--- config.mk ---
export PLATFORM = sky130hd
export DESIGN_NAME = cruise_control_fsm
export DESIGN_NICKNAME = d
export VERILOG_FILES = /design/src/rtl/cruise_control_fsm.sv
export SDC_FILE = /design/constraint.sdc
export NUM_CORES = 1
export LEC_CHECK = 0
export CAP_MARGIN = 0
export CORE_AREA = 2 2 50 52
export CTS_CLUSTER_SIZE = 10
export DETAILED_ROUTE_END_ITERATION = 16
export DIE_AREA = 0 0 52 54
export PLACE_DENSITY = 0.74
export SLEW_MARGIN = 20
export SYNTH_ARGS = -nofsm -noshare
export SYNTH_HDL_FRONTEND = slang
export SYNTH_SLANG_ARGS = --single-unit
--- constraint.sdc ---
create_clock -name clock -period 2.34 [get_ports clock]
set_input_delay 0.468 -clock clock [delete_from_list [all_inputs] [get_ports clock]]
set_output_delay 0.468 -clock clock [all_outputs]
set_load 0.02 [all_outputs]
--- src/rtl/cruise_control_fsm.sv ---
// Cruise-control sequencer: engages on request, paces periodic speed compares through the datapath,
// serves setpoint button requests and drives registered throttle demands.
module cruise_control_fsm #(
    parameter int unsigned STEP_PERIOD = 4
) (
    input  logic       clock,
    input  logic       reset,
    input  logic       cruise_on,
    input  logic       cruise_off,
    input  logic       brake,
    input  logic       set_plus,
    input  logic       set_minus,
    input  logic       gt,
    input  logic       eq,
    input  logic       lt,
    output logic [1:0] s,
    output logic       active,
    output logic       throttle_up,
    output logic       throttle_down,
    output logic       fault
);

    typedef enum logic [2:0] {
        StOff,
        StLoad,
        StHold,
        StCmp,
        StEval,
        StInc,
        StDec
    } state_e;

    localparam logic [7:0] Reload = 8'(STEP_PERIOD - 1);

    state_e     state_q, state_d;
    logic [7:0] cnt_q, cnt_d;
    logic       pend_plus_q, pend_plus_d;
    logic       pend_minus_q, pend_minus_d;
    logic       plus_prev_q, minus_prev_q;
    logic       plus_edge, minus_edge;
    logic       flags_ok;
    logic       up_d, down_d, fault_d;
    logic [1:0] s_d;

    assign plus_edge  = set_plus & ~plus_prev_q;
    assign minus_edge = set_minus & ~minus_prev_q;
    assign flags_ok   = $onehot({gt, eq, lt});

    always_comb begin
        state_d      = state_q;
        cnt_d        = cnt_q;
        pend_plus_d  = pend_plus_q;
        pend_minus_d = pend_minus_q;
        up_d         = throttle_up;
        down_d       = throttle_down;
        fault_d      = fault;

        unique case (state_q)
            StOff: begin
                if (cruise_on && !brake && !cruise_off) state_d = StLoad;
            end
            StLoad: begin
                state_d = StHold;
                cnt_d   = Reload;
            end
            StHold: begin
                // Button requests pre-empt expiry and leave the step counter frozen.
                if (pend_plus_q) begin
                    state_d = StInc;
                end else if (pend_minus_q) begin
                    state_d = StDec;
                end else if (cnt_q == 8'd0) begin
                    state_d = StCmp;
                end else begin
                    cnt_d = cnt_q - 8'd1;
                end
            end
            StCmp: state_d = StEval;
            StEval: begin
                state_d = StHold;
                cnt_d   = Reload;
                up_d    = lt & flags_ok;
                down_d  = gt & flags_ok;
                if (!flags_ok) fault_d = 1'b1;
            end
            StInc: begin
                state_d     = StHold;
                pend_plus_d = 1'b0;
            end
            StDec: begin
                state_d      = StHold;
                pend_minus_d = 1'b0;
            end
            default: state_d = StOff;
        endcase

        if (state_q != StOff) begin
            if (plus_edge) pend_plus_d = 1'b1;
            if (minus_edge) pend_minus_d = 1'b1;
            if (brake || cruise_off) state_d = StOff;
        end

        // Contradictory requests cancel each other.
        if ((plus_edge && minus_edge) || (pend_plus_d && pend_minus_d)) begin
            pend_plus_d  = 1'b0;
            pend_minus_d = 1'b0;
        end

        if (state_d == StOff) begin
            pend_plus_d  = 1'b0;
            pend_minus_d = 1'b0;
            up_d         = 1'b0;
            down_d       = 1'b0;
            cnt_d        = 8'd0;
        end

        unique case (state_d)
            StCmp:   s_d = 2'b01;
            StInc:   s_d = 2'b10;
            StDec:   s_d = 2'b11;
            default: s_d = 2'b00;
        endcase
    end

    // Outputs are registered from the next state so they align with the state they describe.
    always_ff @(posedge clock) begin
        if (reset) begin
            state_q       <= StOff;
            cnt_q         <= 8'd0;
            pend_plus_q   <= 1'b0;
            pend_minus_q  <= 1'b0;
            plus_prev_q   <= 1'b0;
            minus_prev_q  <= 1'b0;
            s             <= 2'b00;
            active        <= 1'b0;
            throttle_up   <= 1'b0;
            throttle_down <= 1'b0;
            fault         <= 1'b0;
        end else begin
            state_q       <= state_d;
            cnt_q         <= cnt_d;
            pend_plus_q   <= pend_plus_d;
            pend_minus_q  <= pend_minus_d;
            plus_prev_q   <= set_plus;
            minus_prev_q  <= set_minus;
            s             <= s_d;
            active        <= (state_d != StOff);
            throttle_up   <= up_d;
            throttle_down <= down_d;
            fault         <= fault_d;
        end
    end

endmodule

# After elaboration in Yosys (flattened, before gate mapping)
# Index checks and enable logic that the tools add are counted.
[totals]
inputBits = 10
wordCells = 72
register_bits = 21
output_inout_bits = 6
[classes]
n_reduce_logical = 20
addsub = 3
eq_ne = 13
mux = 18
bitwise = 7
[op_table]
columns = ["operator", "n"]
rows = [
  ["8-bit 2-to-1 mux", 3],
  ["3-bit 2-to-1 mux", 6],
  ["8-bit case mux with 2 select lines", 1],
  ["3-bit equality test (second input constant)", 5],
  ["3-bit case mux with 4 select lines", 1],
  ["3-bit by 2-bit equality test with 1-bit output (second input constant)", 3],
  ["8-bit logical NOT", 1],
  ["8-bit by 1-bit subtractor with 8-bit output (second input constant)", 1],
  ["3-bit logical NOT", 2],
  ["1-bit 2-to-1 mux", 6],
  ["2-bit != test (second input constant)", 3],
  ["2-bit case mux with 3 select lines", 1],
  ["3-bit nonzero test", 2],
  ["1-bit bitwise AND", 4],
  ["1-bit logical AND", 4],
  ["4-bit AND reduction", 1],
  ["2-bit OR reduction", 2],
  ["4-bit OR reduction", 1],
  ["3-bit by 1-bit equality test with 1-bit output (second input constant)", 1],
  ["1-bit inverter", 3],
  ["3-bit OR reduction", 1],
  ["1-bit by 1-bit adder with 2-bit output", 1],
  ["2-bit by 1-bit adder with 2-bit output", 1],
  ["2-bit by 1-bit equality test with 1-bit output (second input constant)", 1],
  ["other kinds (4)", 6],
]

# Longest topological paths before layout
# Gate-level depths: netlist of run 1.
[depth]
word_depth = 9
ltp_mapped = 6
depth_no_buf = 6

# Worst setup path after synthesis of run 1
# No wires, ideal clock.
[synth_path]
path_kind = "input port to flip-flop"
from = "input port brake"
to = "register cnt_q[3]"
required_time_ns = 2.267
path_buffers = 0
t_arrival_ns = 1.863
setup_ns = 0.073
setup_slack_ns = 0.404
cell_stages = 4
cell_sequence = "or4b_1 a221oi_1 o311ai_1 a21oi_1"
[synth_via]
elab_chain_cells = 9
word_cells_on_any_way = 10
classes_between = "4 x mux; 6 x reduce/logical"
[synth_lines]
columns = ["item", "line_no", "rtl"]
rows = [
  ["from (decl)", "10", "input logic brake,"],
  ["1-bit logical NOT", "60", "if (cruise_on && !brake && !cruise_off) state_d = StLoad;"],
  ["1-bit logical AND (2 in series)", "60", ""],
  ["3-bit 2-to-1 mux", "60", ""],
  ["3-bit case mux with 4 select lines", "58", "unique case (state_q)"],
  ["3-bit 2-to-1 mux", "100", "if (brake || cruise_off) state_d = StOff;"],
  ["3-bit 2-to-1 mux *", "97", "if (state_q != StOff) begin"],
  ["3-bit logical NOT *", "109", "if (state_d == StOff) begin"],
  ["2-bit OR reduction (no line) *", "n/a", ""],
  ["to (signal assigned)", "141", "cnt_q <= cnt_d;"],
  ["to (decl)", "36", "logic [7:0] cnt_q, cnt_d;"],
]
# Mark *: on every way between the ends. The rest lies on a longest branch, timed or not.
# A chain may end at the register's enable or synchronous reset.

# Worst setup path after layout of run 1
[layout_path]
from = "input port brake"
to = "register s[0]"
[layout_via]
elab_chain_cells = 9
word_cells_on_any_way = 12
classes_between = "3 x eq/ne; 5 x mux; 4 x reduce/logical"
[layout_lines]
columns = ["item", "line_no", "rtl"]
rows = [
  ["1-bit logical NOT", "60", ""],
  ["1-bit logical AND (2 in series)", "60", ""],
  ["3-bit 2-to-1 mux", "60", ""],
  ["3-bit case mux with 4 select lines", "58", ""],
  ["3-bit 2-to-1 mux", "100", ""],
  ["3-bit 2-to-1 mux *", "97", ""],
  ["3-bit equality test / 3-bit by 2-bit equality test with 1-bit output (equally long branches)", "117", "unique case (state_d)"],
  ["2-bit case mux with 3 select lines *", "117", ""],
  ["to (signal assigned)", "134", "s <= 2'b00;"],
  ["to (signal assigned)", "146", "s <= s_d;"],
  ["to (decl)", "16", "output logic [1:0] s,"],
]
# Marked as above.

==> results of run 1 <==
==> state kept, by name, indices dropped and copies added (netlist names) <==
register / count
minus_prev_q: 1
throttle_up: 1
pend_minus_q: 1
throttle_down: 1
fault: 1
state_q: 3
active: 1
pend_plus_q: 1
cnt_q: 8
s: 2
plus_prev_q: 1
==> per-stage QoR <==
step | setup slack (ns) | area, sq um | std cells
after detailed placement | -0.0915 | 1370 | 182
after floorplan | 0.404 | 1120 | 130
final | 0.207 | 1400 | 186
after global placement | -0.0596 | 1370 | 182
after global routing | 0.0240 | 1400 | 186
after CTS | 0.212 | 1400 | 186
==> how the worst max path moves through the flow <==
stage | from | endpoint | slack, ns | depth (start not counted)
after floorplan | brake | cnt_q[3] | 0.40 | 4
after global routing | cnt_q[0] | cnt_q[7] | 0.02 | 6
after CTS | brake | s[0] | 0.21 | 5
after global placement | brake | s[0] | -0.06 | 5
after detailed placement | brake | s[0] | -0.09 | 5
final | brake | s[0] | 0.21 | 5
==> worst max-delay path, delay by kind of cell <==
kind | cells | cell delay, ns
AOI/OAI and AO/OA | 1 | 0.18
buffers and inverters | 1 | 0.44
and+or+nand+nor | 3 | 1.27
==> layout make-up <==
type / instances / area, sq um / area share [%]
Multi-Input combinational cell: 98 / 657 / 47.0
Tap cell: 30 / 37.5 / 2.69
Inverter: 8 / 30.0 / 2.15
Timing Repair Buffer: 25 / 225 / 16.1
Sequential cell: 21 / 420 / 30.1
Clock buffer: 4 / 26.3 / 1.88
==> Yosys cell counts (all sizes together), types with 2 or more instances <==
master / n / share of area [%]
nor2: 5 / 1.7
o22a: 2 / 1.6
a21oi: 8 / 3.6
o21a: 4 / 2.7
or4b: 3 / 3.0
nor2b: 6 / 3.4
dfxtp: 21 / 38
o31ai: 2 / 1.3
o21ai: 6 / 2.7
nor3: 7 / 3.1
nand2: 9 / 3.0
inv: 8 / 2.7
a22oi: 4 / 2.7
nand4: 2 / 1.1
o211ai: 2 / 1.3
clkbuf: 3 / 1.0
ha: 2 / 2.2
xnor2: 2 / 1.6
or4: 4 / 2.7
or3: 8 / 4.9
or2: 6 / 3.4
==> cell families after synthesis <==
group | after synthesis
buf+inv | 11
fa+ha+maj | 3
xor+xnor | 2
simple gates | 56
compound gates | 37
flops | 21
==> report_power, final <==
part	leakage [uW]	total (uW)	switching, uW	internal, uW
clock	0.0000150	175	108	66.3
combinational	0.000365	61.6	28.8	32.7
sequential	0.000170	362	1.30	361
total	0.000549	598	138	460
==> layer usage <==
metal / share of wire (%) / vias to the layer above
li1: - / 537
met1: 45 / 511
met2: 52 / 27
met3: 3.1 / 0
met4: 0 / 0
met5: 0 / -
==> results_dict.tcl, run 1 <==
set metrics [dict create \
    worst_ep_arrival_time_ns 2.36 \
    hold_depth 2 \
    detail_route.first_pass.iterations 5 \
    drv_cap 0 \
    detailedRoute.firstIterationViolations 22 \
    synth-async-reset-ratio_pct 0 \
    layout_common_cells "21 x sky130_fd_sc_hd__dfxtp_1, 15 x sky130_fd_sc_hd__clkdlybuf4s50_1, 10 x sky130_fd_sc_hd__buf_4, 9 x sky130_fd_sc_hd__nand2_1" \
    cp_slowest_cell "sky130_fd_sc_hd__or4b_2" \
    core_sq_um 2320 \
    grt-busiest-layer "met2" \
    utilization_pct 60.2 \
    timing_max_transition_violations_final 0 \
    grt_start_max_net_pins 15 \
    post_drt_via_cell_ratio 5.78 \
    die_area_sq_um 2810 \
    drc 0 \
    syn2layout_area_growth_pct 24.8 \
    floorplan.initialDensity_pct 48.2 \
    wl_per_cell_um 13.7 \
    power_leakage_uw 0.000549 \
    cts.clk_slew.worst_paths_ns 0.12 \
    required_ns 2.56 \
    crit_chain "clkdlybuf4s50_1, or2_2, or4b_2, or3_1, a21boi_0" \
    die_width_um 52 \
    regToRegSetupSlack_ns 0.21 \
    netlist_instances 130 \
    tritoncts_num_sinks 21 \
    post_synth_instance_area_sq_um 1120 \
    whs_ns 0.481 \
    hpwl_after_dpl_mm 1.95 \
    max-slew-margin-rel_pct 48.5 \
    use_met1_pct 26.6 \
    fp-row-count 18 \
    worstHoldStart "throttle_up" \
    yosys.cell_types.count 40 \
    fmax_mhz 469 \
    antenna_violating_nets_post_route 0 \
    rsz0062_at_grt "false" \
    final_common_cell "sky130_fd_sc_hd__dfxtp_1" \
    setup_viol_count_final 0 \
    grt_overflow 0 \
    r2r_start "cnt_q[0]" \
    place_congestion 0.841 \
    post_synth_and_or_nand_nor_area_fraction_pct 30.1 \
    timing.critical_path.to_type "flip-flop" \
    number_of_global_route_vias_before_repair 1021 \
    num_antenna_cells 0 \
    grt_use_met2_pct 36.9 \
    critical_path.startpoint_type "primary input" \
    result_of_the_run "complete, no violations" \
    synth-edff-count 0 \
    power-per-cell-area_nw_per_um2 428 \
    cts_h_tree_depth 1 \
    cts-hold-fix-buffers 0 \
    detail_route.wirelength_mm 2.55 \
    post_synth_mux_area_share_pct 0 \
    synth_nets 143 \
    global_route.usage.met3_pct 3.89 \
    fill_cells 226 \
    final_layout_size_suffix_gt1_share_pct 15.4 \
    post_synth_xor_area_fraction_pct 1.57 \
    period_share_pct 91.2 \
    grt_first_pass_wirelength_mm 4.44 \
    tritoncts "yes" \
    ys_warn_count 0 \
    ctsResizeCount 0 \
    syn_avg_cell_area_sq_um 8.60 \
    synth_seq_area_share_pct 37.6 \
    synth_top_family_by_area "simple AND/OR/NAND/NOR gates" \
    whs_endpoint "throttle_up" \
    worst-slew-pin-transition_ns 0.761 \
    critical_path.reg2reg.endpoint "cnt_q[5]" \
    die-height_um 54 \
    grt_use_total_pct 20.9 \
    main_synth_ff_type "sky130_fd_sc_hd__dfxtp_1" \
    clock_insertion_delay_worst_skew_ns 0.30 \
    nNetsFinal 170 \
    peak_supply_drop_v 0.000289 \
    clk_path_buf_depth 2 \
    worstHoldPathType "reg -> reg" \
    fin_skew_ns 0.00214 \
    place.port_buffers 15 \
    synth_compound_gate_area_share_pct 23.0 \
    timing.critical_path.slowest_cell_delay_ns 0.63 \
    routed-via-count 1075 \
    crit_type "in -> reg" \
    yosys_register_bits 21 \
    path_max_fanout 3 \
    cts_buffers 3 \
    period_needed_ns 2.13 \
    clockRootBuffer "sky130_fd_sc_hd__clkbuf_4" \
    synth_adder_area_share_pct 4.03 \
    timing.final.hold_violations 0 \
    ports_placed_on_the_boundary 16 \
    postCtsSetupRepairBufs 0 \
    worst_r2r_path_depth 6 \
    final.setup.tns_ns 0 \
    design_power_total_uw 598 \
    number_of_antenna_violations_at_the_first_check_in_global_routing 0 \
]
Note: power is estimated with default switching activity, not from simulation.
==> run 2: changes to the inputs <==
--- a/config.mk
+++ b/config.mk
@@ -11,5 +11,6 @@
 export DETAILED_ROUTE_END_ITERATION = 16
 export DIE_AREA = 0 0 52 54
-export PLACE_DENSITY = 0.74
+export GPL_TIMING_DRIVEN = 0
+export PLACE_DENSITY = 0.71
 export SLEW_MARGIN = 20
 export SYNTH_ARGS = -nofsm -noshare
==> constraint.sdc (replaced) <==
create_clock -name clock -period 2.34 [get_ports clock]
set_input_delay 0.468 -clock clock [delete_from_list [all_inputs] [get_ports clock]]
set_output_delay 0.468 -clock clock [all_outputs]
set_load 0.01 [all_outputs]
==> run 2 against run 1 <==
Effect of this change: clock skew is 0.0028 ns higher; cell area is 3.2% lower; global-route usage is 1.3 points lower; non-clock buffer count is 7 lower; hold slack worse by 0.014 ns; clock-buffer cell count stayed put; routed wire length is 9.4% lower; core utilization is 1.9 points lower.
==> results_dict.tcl, run 2 (synthesis gave the netlist of run 1 again) <==
set metrics [dict create \
    die_area_sq_um 2810 \
    worst_ep_arrival_time_ns 2.44 \
    final_instance_area_sq_um 1350 \
    fin_skew_ns 0.00492 \
    grt_overflow 0 \
    largest_reg_flops 8 \
    die-height_um 54 \
    fp-row-count 18 \
    detail_route.wirelength_mm 2.31 \
    crit_chain "clkdlybuf4s50_1, or2_2, or4b_2, or3_1, a21boi_0" \
    cts_buffers 3 \
    core_sq_um 2320 \
    max-slew-margin-rel_pct 52.5 \
    num_antenna_cells 0 \
    final.setup.tns_ns 0 \
    tritoncts "yes" \
    timing.critical_path.buf_inv 1 \
    postCtsSetupRepairBufs 0 \
    floorplan.initialDensity_pct 48.2 \
    numPlacedInstances 175 \
    place_area_sq_um 1310 \
    crit_type "in -> reg" \
    syn2layout_area_growth_pct 20.8 \
    number_of_antenna_violations_at_the_first_check_in_global_routing 0 \
    nNetsFinal 163 \
    fin_cells 179 \
    regToRegSetupSlack_ns 0.19 \
    post-place-ws_ns -0.383 \
    routed-via-count 1038 \
    power-per-cell-area_nw_per_um2 439 \
    cp_slowest_cell "sky130_fd_sc_hd__or4b_2" \
    detail_route.first_pass.iterations 4 \
    number_of_global_route_vias_before_repair 940 \
    grt_use_total_pct 19.6 \
    final_layout_size_suffix_gt1_share_pct 10.1 \
    final_critical_path_setup_slack_ns 0.120 \
    worstHoldPathType "reg -> reg" \
    timing.critical_path.slowest_cell_delay_ns 0.66 \
    timing_max_transition_violations_final 0 \
    hold_depth 2 \
    worst_r2r_path_depth 4 \
    ports_placed_on_the_boundary 16 \
    period_share_pct 94.9 \
    critical_path.reg2reg.endpoint "cnt_q[5]" \
    result_of_the_run "complete, no violations" \
    hpwl_after_dpl_mm 1.73 \
    place.port_buffers 15 \
    timing.critical_path.to_type "flip-flop" \
    path_max_fanout 5 \
    power_leakage_uw 0.000506 \
    rsz0062_at_grt "false" \
    fill_cells 210 \
    period_needed_ns 2.22 \
    wl_per_cell_um 12.9 \
    grt_first_pass_wirelength_mm 4.16 \
    final_common_cell "sky130_fd_sc_hd__dfxtp_1" \
    worst-slew-pin-transition_ns 0.701 \
    critical_path.startpoint_type "primary input" \
    fmax_mhz 451 \
    cts.clk_slew.worst_paths_ns 0.11 \
    cts_h_tree_depth 1 \
    critical_path.startpoint "brake" \
    drv_cap 0 \
    required_ns 2.57 \
    timing.final.hold_violations 0 \
    clock_insertion_delay_worst_skew_ns 0.30 \
    place_congestion 0.785 \
    worstHoldStart "throttle_up" \
    post_drt_via_cell_ratio 5.80 \
    layout_common_cells "21 x sky130_fd_sc_hd__dfxtp_1, 15 x sky130_fd_sc_hd__clkdlybuf4s50_1, 9 x sky130_fd_sc_hd__nand2_1, 8 x sky130_fd_sc_hd__inv_1, 8 x sky130_fd_sc_hd__a21oi_1" \
    utilization_pct 58.3 \
    r2r_start "state_q[1]" \
    whs_endpoint "throttle_up" \
    cpLargestDelayFamily "simple AND/OR/NAND/NOR gates" \
    biggest_registers_after_layout "cnt_q (8), state_q (3), s (2)" \
    die_width_um 52 \
    antenna_violating_nets_post_route 0 \
    peak_supply_drop_v 0.000357 \
    tritoncts_num_sinks 21 \
    setup_viol_count_final 0 \
    clockRootBuffer "sky130_fd_sc_hd__clkbuf_4" \
    detailedRoute.firstIterationViolations 24 \
    clk_path_buf_depth 2 \
    largest-register "cnt_q" \
    drc 0 \
    grt_start_max_net_pins 12 \
]
[run 2: changes by cell type in the layout (fill, tap and decap cells not counted), sizes merged]
cell / delta
buf: -10
clkbuf: +3
[run 2: timing repair]
| action | in CTS | in global routing |
|---|---|---|
| endpoints found under the hold margin | 0 | 0 |
| hold buffers | 0 | 0 |
| gates resized for setup | 1 | 1 |
| endpoints found under the setup margin | 5 | 6 |
[run 2: final cells by class]
| class | count | area, sq um | area share, % |
|---|---|---|---|
| Timing Repair Buffer | 15 | 150 | 11.1 |
| Sequential cell | 21 | 420 | 31.1 |
| Tap cell | 30 | 37.5 | 2.78 |
| Multi-Input combinational cell | 98 | 676 | 50.0 |
| Inverter | 8 | 30.0 | 2.22 |
| Clock buffer | 4 | 26.3 | 1.94 |
| Buffer | 3 | 11.3 | 0.833 |
[run 2: where the power goes]
part           internal (uW)  switching, uW
sequential               361           1.62
combinational           29.2           27.5
clock                   66.5            107
total                    456            136
[run 2: worst max-delay path by stage]
stage	end	slack, ns	cells past startpoint
final	s[0]	0.12	5
after global routing	cnt_q[4]	0.009	5
after detailed placement	cnt_q[4]	-0.38	5
after CTS	cnt_q[4]	0.08	6
after floorplan	cnt_q[3]	0.40	4
after global placement	cnt_q[6]	-0.29	5
[run 2: layer usage]
layer,share of wire (%),vias up,GRT usage (%)
li1,-,525,-
met1,45,498,24.3
met2,51,11,33.8
met3,1.9,4,3.61
met4,1.6,0,7.46
met5,0,-,0
[run 2: worst min-delay path: cells and delay by family (launching register included)]
kind	cells	cell delay [ns]
AO/OA/AOI/OAI	1	0.05
AND/OR/NAND/NOR	1	0.05
flip-flops	1	0.33
[run 2: per-stage QoR]
step	total power [uW]	hold slack, ns
finish	593	0.467
global route	621	0.499
CTS	600	0.470
detailed placement	426	0.452
global placement	424	0.448
floorplan	400	0.458
==> patch 1 (config.mk and constraints of run 1) <==
Re-encode `state_e` (7 states) as one-hot, 7 bits wide.
--- a/src/rtl/cruise_control_fsm.sv
+++ b/src/rtl/cruise_control_fsm.sv
@@ -21,12 +21,12 @@
 );
 
-    typedef enum logic [2:0] {
-        StOff,
-        StLoad,
-        StHold,
-        StCmp,
-        StEval,
-        StInc,
-        StDec
+    typedef enum logic [6:0] {
+        StOff  = 7'b0000001,
+        StLoad = 7'b0000010,
+        StHold = 7'b0000100,
+        StCmp  = 7'b0001000,
+        StEval = 7'b0010000,
+        StInc  = 7'b0100000,
+        StDec  = 7'b1000000
     } state_e;
 
Formal check against the unedited RTL: no difference found for any inputs over 10 cycles, from zero or initial values and one cycle with reset high; not proved beyond that.
==> patch 1 against run 1 <==
Routed wire length up 11%. Clock skew down 0.00094 ns. Worst setup slack gained 0.17 ns. Final area increased by 9.9%. Clock power grew 11%. Sequential cell count grew 4. First-iteration DRC count up 18%. Synthesized cell count increased by 18%. Maximum frequency up 8.8%. Power rose by 14%. Area after synthesis rose by 19%. Die area unchanged.
==> patch 1: results (changes against run 1) <==
* Post-Synth XOR/XNOR Area at 0.0527 (was 0.0157)
* Status: finished, final reports clean (unchanged)
* Synth top cells by count: dfxtp_1 (25), nor2_1 (23), inv_1 (10) (was dfxtp_1 (21), nand2_1 (9), a21oi_1 (8), inv_1 (8))
* Clock sinks at 25 (was 21)
* Leakage power at 0.000614 uW (was 0.000549 uW)
* Comb pwr share at 0.080 (was 0.103)
* GRT Total Usage at 0.232 (was 0.209)
* Worst reg2reg path depth at 7 (was 6)
* Compound-gate portion of the synthesized area at 0.158 (was 0.230)
* Met3 Use GR at 0.0250 (was 0.0389)
* Mapped Avg Cell Area at 8.63 um^2 (was 8.60 um^2)
* Clk_skew at 0.00120 ns (was 0.00214 ns)
* Invs w/o clock at 11 (was 8)
* Clock buf/inv share at 0.0171 (was 0.0188)
* Worst Setup EP: cnt_q[4] (was s[0])
* DR iter-0 viols at 26 (was 22)
* Total power draw at 681 uW (was 598 uW)
* Critical Path Start: cnt_q[0] (was brake)
* Via count at 1163 (was 1075)
* Non-Filler Instances at 201 (was 186)
* Worst slack, placed at 0.311 ns (was -0.0915 ns)
* Layout Nets at 184 (was 170)
* WL per Instance at 14.1 um (was 13.7 um)
* Met1 GRT Util at 0.290 (was 0.266)
* RePlAce Congestion at 0.846 (was 0.841)
* P_sw at 157 uW (was 138 uW)
* Number of multi-input logic gates at 114 (was 98)
* Regs by FF count: cnt_q x8, state_q x7, s x2 (was cnt_q x8, state_q x3, s x2)
* Non-clock buffers at 17 (was 25)
* Largest net degree at the start of global routing at 14 (was 15)
* Area post-placement at 1510 um^2 (was 1370 um^2)
* Footprint of the multi-input gates at 763 um^2 (was 657 um^2)
* CP max FO at 5 (was 3)
* Adder-Cell Fraction of Synth Area at 0.0245 (was 0.0403)
* CP max-delay cell: or3b_2 (was or4b_2)
* Non-clock buffers, area share at 0.108 (was 0.161)
* Post-synth cell types at 45 (was 40)
* Register area share after synthesis at 0.377 (was 0.376)
* WP data arrival at 2.21 ns (was 2.36 ns)
* Layout area overhead at 15.4% (was 24.8%)
## patch 1: logic make-up after synthesis
logic type                 count (synthesis)
and+or+nand+nor                           75
AOI/OAI and AO/OA                         29
DFF                                       25
buffers and inverters                     15
xor gates and xnor gates                   8
adders and majority gates                  2
## patch 1: how the worst min path moves through the flow
| stage | from | depth (start not counted) | endpoint | slack [ns] |
|---|---|---|---|---|
| floorplan | pend_plus_q | 2 | state_q[5] | 0.43 |
| global placement | throttle_down | 2 | throttle_down | 0.44 |
| detailed placement | throttle_down | 2 | throttle_down | 0.45 |
| CTS | throttle_down | 2 | throttle_down | 0.47 |
| global route | throttle_up | 2 | throttle_up | 0.49 |
| finish | throttle_down | 2 | throttle_down | 0.47 |
## patch 1: routing by layer
layer	vias up	wire, um
li1	582	-
met1	550	1270
met2	27	1400
met3	4	104
met4	0	55
met5	-	0
==> patch 2 (config.mk and constraints of run 1) <==
Made on the original files. Remove the register `s`: a continuous assignment takes its place, so the output `s` follows one clock earlier.
--- a/src/rtl/cruise_control_fsm.sv
+++ b/src/rtl/cruise_control_fsm.sv
@@ -132,5 +132,4 @@
             plus_prev_q   <= 1'b0;
             minus_prev_q  <= 1'b0;
-            s             <= 2'b00;
             active        <= 1'b0;
             throttle_up   <= 1'b0;
@@ -144,5 +143,4 @@
             plus_prev_q   <= set_plus;
             minus_prev_q  <= set_minus;
-            s             <= s_d;
             active        <= (state_d != StOff);
             throttle_up   <= up_d;
@@ -152,4 +150,6 @@
     end
 
+    assign s = s_d;
+
 endmodule
 
Behaviour: not the same (a bounded check fails within 4 cycles, from zero or initial values and one cycle with reset high).
==> patch 2 against run 1 <==
Sequential cell count fell by 2. Non-clock buffer count rose by 20. Worst setup slack got worse by 0.19 ns. Routed wire length rose by 9.9%. Power fell by 4.2%. Final area rose by 12%. Area after synthesis rose by 0.34%. Largest cell class unchanged. Critical path depth did not move.
==> patch 2: results (changes against run 1) <==
* Met3 Use GR at 0.0361 (was 0.0389)
* Regs by FF count: cnt_q x8, state_q x3 (was cnt_q x8, state_q x3, s x2)
* Layout cells sized above 1 at 0.337 (was 0.154)
* Area post-placement at 1460 um^2 (was 1370 um^2)
* Met2 wire len at 1490 um (was 1320 um)
* Synth top cells by count: dfxtp_1 (19), inv_1 (10), nor2_1 (10) (was dfxtp_1 (21), nand2_1 (9), a21oi_1 (8), inv_1 (8))
* Post-synth cell types at 44 (was 40)
* Comb pwr at 71.7 uW (was 61.6 uW)
* Top Metal Used: met4 (was met3)
* Status: finished, final reports clean (unchanged)
* Largest net degree at the start of global routing at 16 (was 15)
* Non-Filler Instances at 202 (was 186)
* Worst reg2reg path depth at 8 (was 6)
* Number of global-route vias before repair at 1091 (was 1021)
* Setup bufs post-CTS at 3 (was 0)
* Resized Gates After CTS at 24 (was 0)
* Flop pwr share at 0.572 (was 0.605)
* DR pass1 iterations at 4 (was 5)
* Busiest grt layer: met2 (unchanged)
* Worst R2R End: cnt_q[4] (was cnt_q[5])
* Worst VDD drop at 0.000275 V (was 0.000289 V)
* Clk_skew at 0.00682 ns (was 0.00214 ns)
* Leakage power at 0.000641 uW (was 0.000549 uW)
* RePlAce Congestion at 0.897 (was 0.841)
* Top_reg_cell synth: dfxtp_1 (unchanged)
* Met2 GRT Util at 0.424 (was 0.369)
* CP max-delay cell: or4b_4 (was or4b_2)
* CP max FO at 4 (was 3)
* Max_slew headroom at 0.500 (was 0.485)
* GRT Total Usage at 0.228 (was 0.209)
* WL per Instance at 13.9 um (was 13.7 um)
* Cells after Synth at 129 (was 130)
* HPWL Detailed at 2210 um (was 1950 um)
* Post-synth net total at 142 (was 143)
* Pwr dens at 367 nW/um^2 (was 428 nW/um^2)
* Metal-1 WL at 1090 um (was 1150 um)
* Worst slack, placed at -0.771 ns (was -0.0915 ns)
* Synth area leaders: dfxtp_1 (34%), a211oi_1 (5.4%), nor3_1 (3.6%) (was dfxtp_1 (38%), or3_1 (3.9%), a21oi_1 (3.6%))
* Register area share after synthesis at 0.339 (was 0.376)
* First-pass GRT wire length at 4660 um (was 4440 um)
* WL met3 at 117 um (was 80 um)
* Dpl cells at 192 (was 182)
* Pint at 428 uW (was 460 uW)
* DR iter-0 viols at 32 (was 22)
* Launch point of the worst reg-to-reg path: state_q[1] (was cnt_q[0])
* WP data arrival at 1.86 ns (was 2.36 ns)
* Via density per instance at 5.71 (was 5.78)
* Fill count at 198 (was 226)
* Critical path startpoint category: register (was input pin)
* Final period util at 0.993 (was 0.912)
* CP peak stage delay at 0.51 ns (was 0.63 ns)
* Worst Setup EP: s[0] (unchanged)
* Met1 GRT Util at 0.244 (was 0.266)
==> patch 2: cell count changes after synthesis, moves of 4 or more <==
| cell | run 1 | this run |
|---|---|---|
| or3_1 | 7 | 0 |
| nor4b_1 | 0 | 4 |
| a22oi_1 | 4 | 0 |
| or2_2 | 6 | 0 |
| a211oi_1 | 1 | 8 |
| nor2_1 | 5 | 10 |
==> patch 2: worst min-delay path by stage <==
| stage | start | endpoint | slack (ns) |
|---|---|---|---|
| floorplan | cnt_q[4] | cnt_q[4] | 0.48 |
| global placement | throttle_up | throttle_up | 0.44 |
| detailed placement | throttle_down | throttle_down | 0.44 |
| CTS | throttle_down | throttle_down | 0.46 |
| global route | throttle_down | throttle_down | 0.48 |
| finish | throttle_down | throttle_down | 0.45 |
==> patch 2: critical path, delay by kind of cell (launching register included) <==
| kind | cells | cell delay [ns] |
|---|---|---|
| buffers and inverters | 1 | 0.13 |
| AND/OR/NAND/NOR | 1 | 0.51 |
| flip-flops | 1 | 0.37 |
| AO/OA/AOI/OAI | 3 | 0.54 |
==> patch 2: layout make-up <==
class                      instances  area [um^2]  area share
timing repair buffer              45          379       0.243
tap                               30         37.5      0.0240
clock buffer                       3         22.5      0.0144
clock inverter                     1         5.00     0.00321
inverter                          10         37.5      0.0240
sequential                        19          384       0.246
multi-input combinational         94          696       0.446
==> patch 2: logic make-up (layout without fill, tap and decap cells) <==
logic type / count (synthesis) / in the layout / synth area share
AND/OR/NAND/NOR: 53 / 53 / 0.282
AO/OA/AOI/OAI: 36 / 36 / 0.249
flip-flops: 19 / 19 / 0.339
buffers and inverters: 16 / 59 / 0.0747
adder cells (fa/ha/maj): 3 / 3 / 0.0401
XOR/XNOR: 2 / 2 / 0.0156
